<file path="src/rtl/phase_timer.sv">
// Two-phase BCD countdown timer: long (green) and short (yellow) countdowns
// driven by a one-second prescaler, with one-cycle expiry pulses per phase.
module phase_timer #(
  parameter logic [7:0]  T_GREEN  = 8'h30,
  parameter logic [7:0]  T_YELLOW = 8'h05,
  parameter int unsigned TICK_DIV = 50_000_000
) (
  input  logic       clk,
  input  logic       rst_n,
  input  logic       start_long,
  input  logic       start_short,
  input  logic       abort,
  output logic       Timeout,
  output logic       timeout,
  output logic       busy,
  output logic [7:0] count_bcd,
  output logic [1:0] phase
);

  localparam int unsigned PW = (TICK_DIV > 2) ? $clog2(TICK_DIV) : 1;

  typedef enum logic [1:0] {
    IDLE      = 2'b00,
    RUN_LONG  = 2'b01,
    RUN_SHORT = 2'b10
  } state_t;

  state_t        state_q, state_d;
  logic [PW-1:0] presc_q, presc_d;
  logic [7:0]    count_d;
  logic          long_pulse_d, short_pulse_d, busy_d;
  logic          tick_c;
  logic [7:0]    count_dec_c;

  // One-second tick while the prescaler sits at its last value
  assign tick_c = (presc_q == PW'(TICK_DIV - 1));

  // BCD decrement: units borrow from tens
  always_comb begin
    if (count_bcd[3:0] == 4'h0) begin
      count_dec_c = {count_bcd[7:4] - 4'h1, 4'h9};
    end else begin
      count_dec_c = {count_bcd[7:4], count_bcd[3:0] - 4'h1};
    end
  end

  // Next-state and next-output logic; abort overrides tick and start
  always_comb begin
    state_d       = state_q;
    presc_d       = presc_q;
    count_d       = count_bcd;
    long_pulse_d  = 1'b0;
    short_pulse_d = 1'b0;

    if (abort) begin
      state_d = IDLE;
      presc_d = '0;
      count_d = 8'h00;
    end else begin
      case (state_q)
        IDLE: begin
          if (start_long) begin
            state_d = RUN_LONG;
            count_d = T_GREEN;
            presc_d = '0;
          end else if (start_short) begin
            state_d = RUN_SHORT;
            count_d = T_YELLOW;
            presc_d = '0;
          end
        end
        RUN_LONG, RUN_SHORT: begin
          if (tick_c) begin
            presc_d = '0;
            if (count_bcd == 8'h00) begin
              state_d       = IDLE;
              long_pulse_d  = (state_q == RUN_LONG);
              short_pulse_d = (state_q == RUN_SHORT);
            end else begin
              count_d = count_dec_c;
            end
          end else begin
            presc_d = presc_q + PW'(1);
          end
        end
        default: begin
          state_d = IDLE;
          presc_d = '0;
          count_d = 8'h00;
        end
      endcase
    end

    busy_d = (state_d != IDLE);
  end

  // State and registered outputs
  always_ff @(posedge clk or negedge rst_n) begin
    if (!rst_n) begin
      state_q   <= IDLE;
      presc_q   <= '0;
      count_bcd <= 8'h00;
      busy      <= 1'b0;
      phase     <= 2'b00;
      Timeout   <= 1'b0;
      timeout   <= 1'b0;
    end else begin
      state_q   <= state_d;
      presc_q   <= presc_d;
      count_bcd <= count_d;
      busy      <= busy_d;
      phase     <= 2'(state_d);
      Timeout   <= long_pulse_d;
      timeout   <= short_pulse_d;
    end
  end

endmodule

</file>
<file path="config.mk">
export PLATFORM = sky130hd
export DESIGN_NAME = phase_timer
export DESIGN_NICKNAME = d
export VERILOG_FILES = /design/src/rtl/phase_timer.sv
export SDC_FILE = /design/constraint.sdc
export NUM_CORES = 1
export LEC_CHECK = 0
export BUFFER_PORTS_ARGS = -buffer_cell sky130_fd_sc_hd__buf_2
export CAP_MARGIN = 20
export CORE_AREA = 2 2 79 81
export CTS_BUF_LIST = sky130_fd_sc_hd__clkbuf_8
export DETAILED_ROUTE_END_ITERATION = 8
export DIE_AREA = 0 0 81 83
export GPL_TIMING_DRIVEN = 0
export PLACE_DENSITY_LB_ADDON = 0.08
export SLEW_MARGIN = 10
export SYNTH_ARGS = -nofsm -noshare
export SYNTH_HDL_FRONTEND = slang
export SYNTH_SLANG_ARGS = --single-unit
</file>
<file path="constraint.sdc">
create_clock -name clk -period 4.5 [get_ports clk]
set_input_delay 0.225 -clock clk [delete_from_list [all_inputs] [get_ports clk]]
set_output_delay 0.225 -clock clk [all_outputs]
set_load 0.05 [all_outputs]
</file>
**After elaboration in Yosys (flattened, before gate mapping)**

Cells that the tools add are included.

- Flip-flop bits (word level): 39
- Bits of input ports: 5

- Add/subtract/negate cells: 3
- Eq/ne operators: 7
- Muxes and demuxes: 26
- Reductions and logical operators: 7

Operators by type and width:

| cell | number |
|---|---|
| 26-bit 2-to-1 mux | 4 |
| 26-bit one-hot mux with 2 select lines | 1 |
| 8-bit 2-to-1 mux | 6 |
| 26-bit by 1-bit adder with 26-bit output, second input constant | 1 |
| 26-bit equality test, second input constant | 1 |
| 8-bit one-hot mux with 2 select lines | 1 |
| 2-bit 2-to-1 mux | 5 |
| 3-bit != test, second input constant | 3 |
| 8-bit logical NOT | 1 |
| 1-bit 2-to-1 mux | 8 |
| 4-bit by 1-bit subtractor with 4-bit output, second input constant | 2 |
| 4-bit logical NOT | 1 |
| 4-bit != test, second input constant | 1 |
| 2-bit one-hot mux with 2 select lines | 1 |
| 4-bit AND reduction | 1 |
| 3-bit AND reduction | 1 |
| 2-bit by 1-bit equality test with 1-bit output, second input constant | 1 |
| 2-bit equality test, second input constant | 1 |
| 2-bit logical NOT | 1 |
| 2-bit nonzero test | 1 |
| 2-bit OR reduction | 1 |

**Longest topological paths before layout**

- Word-level depth: 6
- Depth in mapped cells: 7
- Depth with buffers taken out: 7

**Least setup slack after synthesis**

No wires, ideal clock.

- Path type: reg-to-reg
- Start point: register count_bcd[0]
- End point: register count_bcd[2]
- Library setup time: 78 ps
- Arrival: 2255 ps
- Data required time: 4422 ps
- Path slack: 2168 ps
- Cell stages (with the launch flop): 8
- Path buffers: 0
- Clock period less this slack: 2332 ps
- Cell sequence: dfrtp_1 -> inv_1 -> ha_1 -> or3b_1 -> or3_1 -> a31oi_1 -> o21ai_0 -> o21ai_1

- Cells in the longest elaborated chain, start to end: 6
- Elaborated cells between the ends (all ways): 10

RTL lines:

| element | RTL line | source |
|---|---|---|
| from (decl) | 16 | `output logic [7:0] count_bcd,` |
| from (signal assigned) | 110 | `count_bcd <= count_d;` |
| 4-bit by 1-bit subtractor with 4-bit output or 4-bit logical NOT (tied branches) | 43, 40 |  |
| 8-bit 2-to-1 mux | 40 | `if (count_bcd[3:0] == 4'h0) begin` |
| 8-bit 2-to-1 mux | 75 | `if (count_bcd == 8'h00) begin` |
| 8-bit 2-to-1 mux | 73 | `if (tick_c) begin` |
| 8-bit one-hot mux with 2 select lines | 60 | `case (state_q)` |
| 8-bit 2-to-1 mux | 55 | `if (abort) begin` |

Several ways; a longest one is shown, not always the timed one. The select of a mux whose other input is x is not followed.
A chain may end at the register's enable or synchronous reset.

**Final worst setup path**

Ends and elaborated chain as after synthesis.

==> run summary <==
The run gives 1728 as the via count of the first global-routing pass. The run gives 6720 um2 as the overall die area. After synthesis, the largest family of logic cells by area is simple AND/OR/NAND/NOR gates. In this run the clock root is driven by a sky130_fd_sc_hd__clkbuf_8. The run gives 0 as the total count of max-transition violations in the final report. In this run the critical register-to-register path is launched from count_bcd[0].

The number of CTS-inserted buffers was 5; the initial core utilization was 38.0%. Data on the critical path arrives at its endpoint at 2.59 ns. The tools report the number of antenna violations at the first check in global routing as 0. Counting every instance in the synthesized netlist gives 234. The clock arrives with 0.0119 ns of skew. For the number of rows in the core area, the log shows 28.

The run gives 0 as the post-cts repair resize count. The type of the worst setup path was reg2reg. For the source-to-sink clock delay at the later pin of the worst-skew pair, the log shows 0.29 ns. The worst register-to-register path ends at count_bcd[2]. The tools report the H-tree depth as 2. The tools report the nature of the critical path startpoint as a flip-flop. Of all flip-flops after synthesis, the portion carrying an async set or reset was 100%. Along the worst path, the maximum fanout reaches 7. For the pin count of the biggest net entering global routing, the log shows 40. At the pin with the least slew margin, the transition time is 0.906 ns. The proportion of layout cells with a drive suffix above 1 is 15.2%. The tightest slew margin relative to the limit was 39.6%; the first-iteration detailed-routing DRC count was 37.

The die width was 81 um; the worst-case clock buffer depth was 2. Setup total negative slack on the finished layout was measured at 0 ns. Hold timing on the final database bottoms out at a slack of 0.0655 ns. The number of filler cells placed in the layout is 594.

For this block, the via count after detailed routing is 1716. The via density per instance is 5.17, and the adder-cell area share of the yosys netlist is 4.53%. The highest achievable clock rate is 421 MHz.

The tools report the sequential-to-total area share from yosys stat as 44.2%. The tools report the core area as 5820 um2. The critical path goes through inv_1 -> ha_1 -> or3b_1 -> or3_1 -> a31oi_1 -> o21ai_0 -> o21ai_1.

The max-capacitance violation count was 0. The type of the most critical hold path was in2async. The post-detailed-route count of antenna-violating nets was 0.

Counting I/O delays and the setup requirement, the final critical path takes 2.37 ns. Leakage power figure: 0.00109 uW. Pin placement for this block handled 18 I/O pins.

The largest single stage delay on the critical path is 0.46 ns. The run finished with clean final reports. In the post-synthesis netlist, the biggest area contributors are sky130_fd_sc_hd__dfrtp_1 (44%), sky130_fd_sc_hd__xor2_1 (6.3%), sky130_fd_sc_hd__nor2_1 (6.3%). Yosys printed 0 warnings.

Setup violations remaining at the end of the flow were counted as 0. For the number of hold buffers added after CTS, the log shows 0. After detailed routing, the total wire length is 4710 um.

After Yosys synthesis, XOR and XNOR cells account for 8.72% of the synthesized area. After the last flow step, the layout net total stands at 271. After layout, the worst path uses 52.8% of the clock period. The count of distinct cell types in the synthesized netlist was 49; the area growth from synthesis to layout was 11.4%.

The number of buffer cells added on primary ports works out to 17. Global-route wire length before repair: 8300 um. The run gives 0 as the count of unresolved DRC violations after routing.

After synthesis, the most frequently instantiated cells are sky130_fd_sc_hd__dfrtp_1 (39), sky130_fd_sc_hd__nor2_1 (37), sky130_fd_sc_hd__nand2_1 (20), sky130_fd_sc_hd__xor2_1 (16), sky130_fd_sc_hd__nand3_1 (13). Fraction of the mapped netlist area in compound gates: 8.95%. The die is 83 um tall.

The post-synthesis sequential element count is 39. At the end of routability-driven placement, the weighted congestion stood at 0.745. The most repeated cell in the gate-level netlist after synthesis is sky130_fd_sc_hd__dfrtp_1.

STA classifies the critical path endpoint as a flip-flop. After clock tree synthesis, the clock-pin slew on the worst setup and hold paths is 0.08 ns. The synthesized netlist occupies a cell area of 2210 um2. Power spread over the standard cell area amounts to 314 nW/um2.

Each instance of the synthesized netlist takes up on average 9.44 um2. Of the post-synthesis cell area, the dominant cell type holds 44.2%. Yosys mapped a number of flops with a built-in enable equal to 0. Synthesis produced a netlist with a net count of 247. The mux cell area share after synthesis was 1.36%. The leading register cell type out of synthesis was sky130_fd_sc_hd__dfrtp_1. The run gives 39 as the CTS sink count. Setup repair after global routing left no endpoint under its margin. At the worst endpoint, the required time is 4.72 ns. The antenna cell count was 0.

Summed over all instances, the cell type with the most area after synthesis is sky130_fd_sc_hd__dfrtp_1. The final count of hold timing violations was 0; the simple-gate share of the synthesized area was 30.0%. After global routing the overflow that remains totals 0. Dividing the detail-routed wire length by the instance count gives 14.2 um. The overall track demand over capacity in global routing is 15.7%, and the first-pass iteration count of the detailed router is 4. Post-CTS timing repair inserted 0 buffers for setup. For the maximum vdd drop, the log shows 0.130 mV. The worst register-to-register path has a depth of 7. The largest individual stage delay along the critical path comes from the cell sky130_fd_sc_hd__a31oi_1. For the HPWL after detailed placement, the log shows 3350 um.

TritonCTS built the clock tree. For flop-to-flop paths, the worst setup slack is 2.13 ns.
==> state kept, by name, summed over array words and instances (netlist names) <==
signal	flops
count_bcd	8
state_q	2
presc_q	26
Timeout	1
busy	1
timeout	1
==> area by class of cell <==
| cell class | instances | area, um2 | share of cell area [%] |
|---|---|---|---|
| inverters | 10 | 37.5 | 1.53 |
| multi-input cells | 182 | 1180 | 48.0 |
| plain buffers | 3 | 13.8 | 0.559 |
| well taps | 75 | 93.8 | 3.81 |
| flip-flops and latches | 39 | 976 | 39.7 |
| repair buffers | 17 | 85.1 | 3.46 |
| clock buffers | 5 | 68.8 | 2.80 |
| clock inverters | 1 | 3.75 | 0.153 |
==> cells by family (layout without fill, tap and decap cells) <==
kind of cell | count (synthesis) | count (layout)
xor+xnor | 22 | 22
fa+ha+maj | 8 | 8
simple gates | 118 | 118
mux | 3 | 3
compound gates | 31 | 31
flops | 39 | 39
buf+inv | 13 | 36
==> critical path, delay by kind of cell, from the launching register on <==
kind	cells	cell delay (ns)
and+or+nand+nor	2	0.86
buffers and inverters	1	0.11
AOI/OAI and AO/OA	3	0.74
DFF	1	0.42
adders and majority gates	1	0.19
==> worst max-delay path by stage <==
stage / startpoint / to / slack, ns / cells past startpoint
3_5_place_dp: count_bcd[0] / count_bcd[2] / 2.18 / 7
3_3_place_gp: state_q[1] / count_bcd[2] / 2.19 / 7
2_1_floorplan: count_bcd[0] / count_bcd[2] / 2.17 / 7
6_report: count_bcd[0] / count_bcd[2] / 2.13 / 7
4_1_cts: count_bcd[0] / count_bcd[2] / 2.16 / 7
5_1_grt: state_q[1] / count_bcd[2] / 1.84 / 7
==> where the power goes <==
part / internal [uW] / switching [uW]
clock: 101 / 119
sequential: 363 / 13.6
combinational: 53.0 / 123
total: 517 / 256
==> per-layer routing <==
layer	track usage (%)	part of all wire, %	vias to the layer above	routed length (um)
met2	25.5	48	16	2270
met4	5.55	1.3	0	63
met3	2.61	2.3	5	108
li1	-	-	872	-
met1	20.8	48	823	2270
met5	0	0	-	0
==> layout by cell type, fill, tap and decap left out, drive strengths merged, types with 2 or more instances in the layout <==
cell type / n
nand2: 20
mux2i: 3
nor3: 6
nor4: 2
inv: 11
clkbuf: 6
nand4: 11
and4: 3
a21boi: 3
ha: 8
dfrtp: 39
and3: 11
o21ai: 9
nand2b: 2
a31oi: 5
or4b: 3
xnor2: 6
buf: 19
nor2: 37
a21oi: 6
xor2: 16
nand3: 13
a22o: 2
==> stage by stage <==
step	area, um2	setup slack, ns	util [%]	std cells	total power [uW]
2_1_floorplan	2210	2.17	-	234	511
3_3_place_gp	2390	2.19	41.1	326	561
3_5_place_dp	2390	2.18	41.1	326	560
4_1_cts	2460	2.16	42.3	332	785
5_1_grt	2460	1.84	42.3	332	823
6_report	2460	2.13	42.3	332	773
Note: power is estimated with default switching activity, not from simulation.
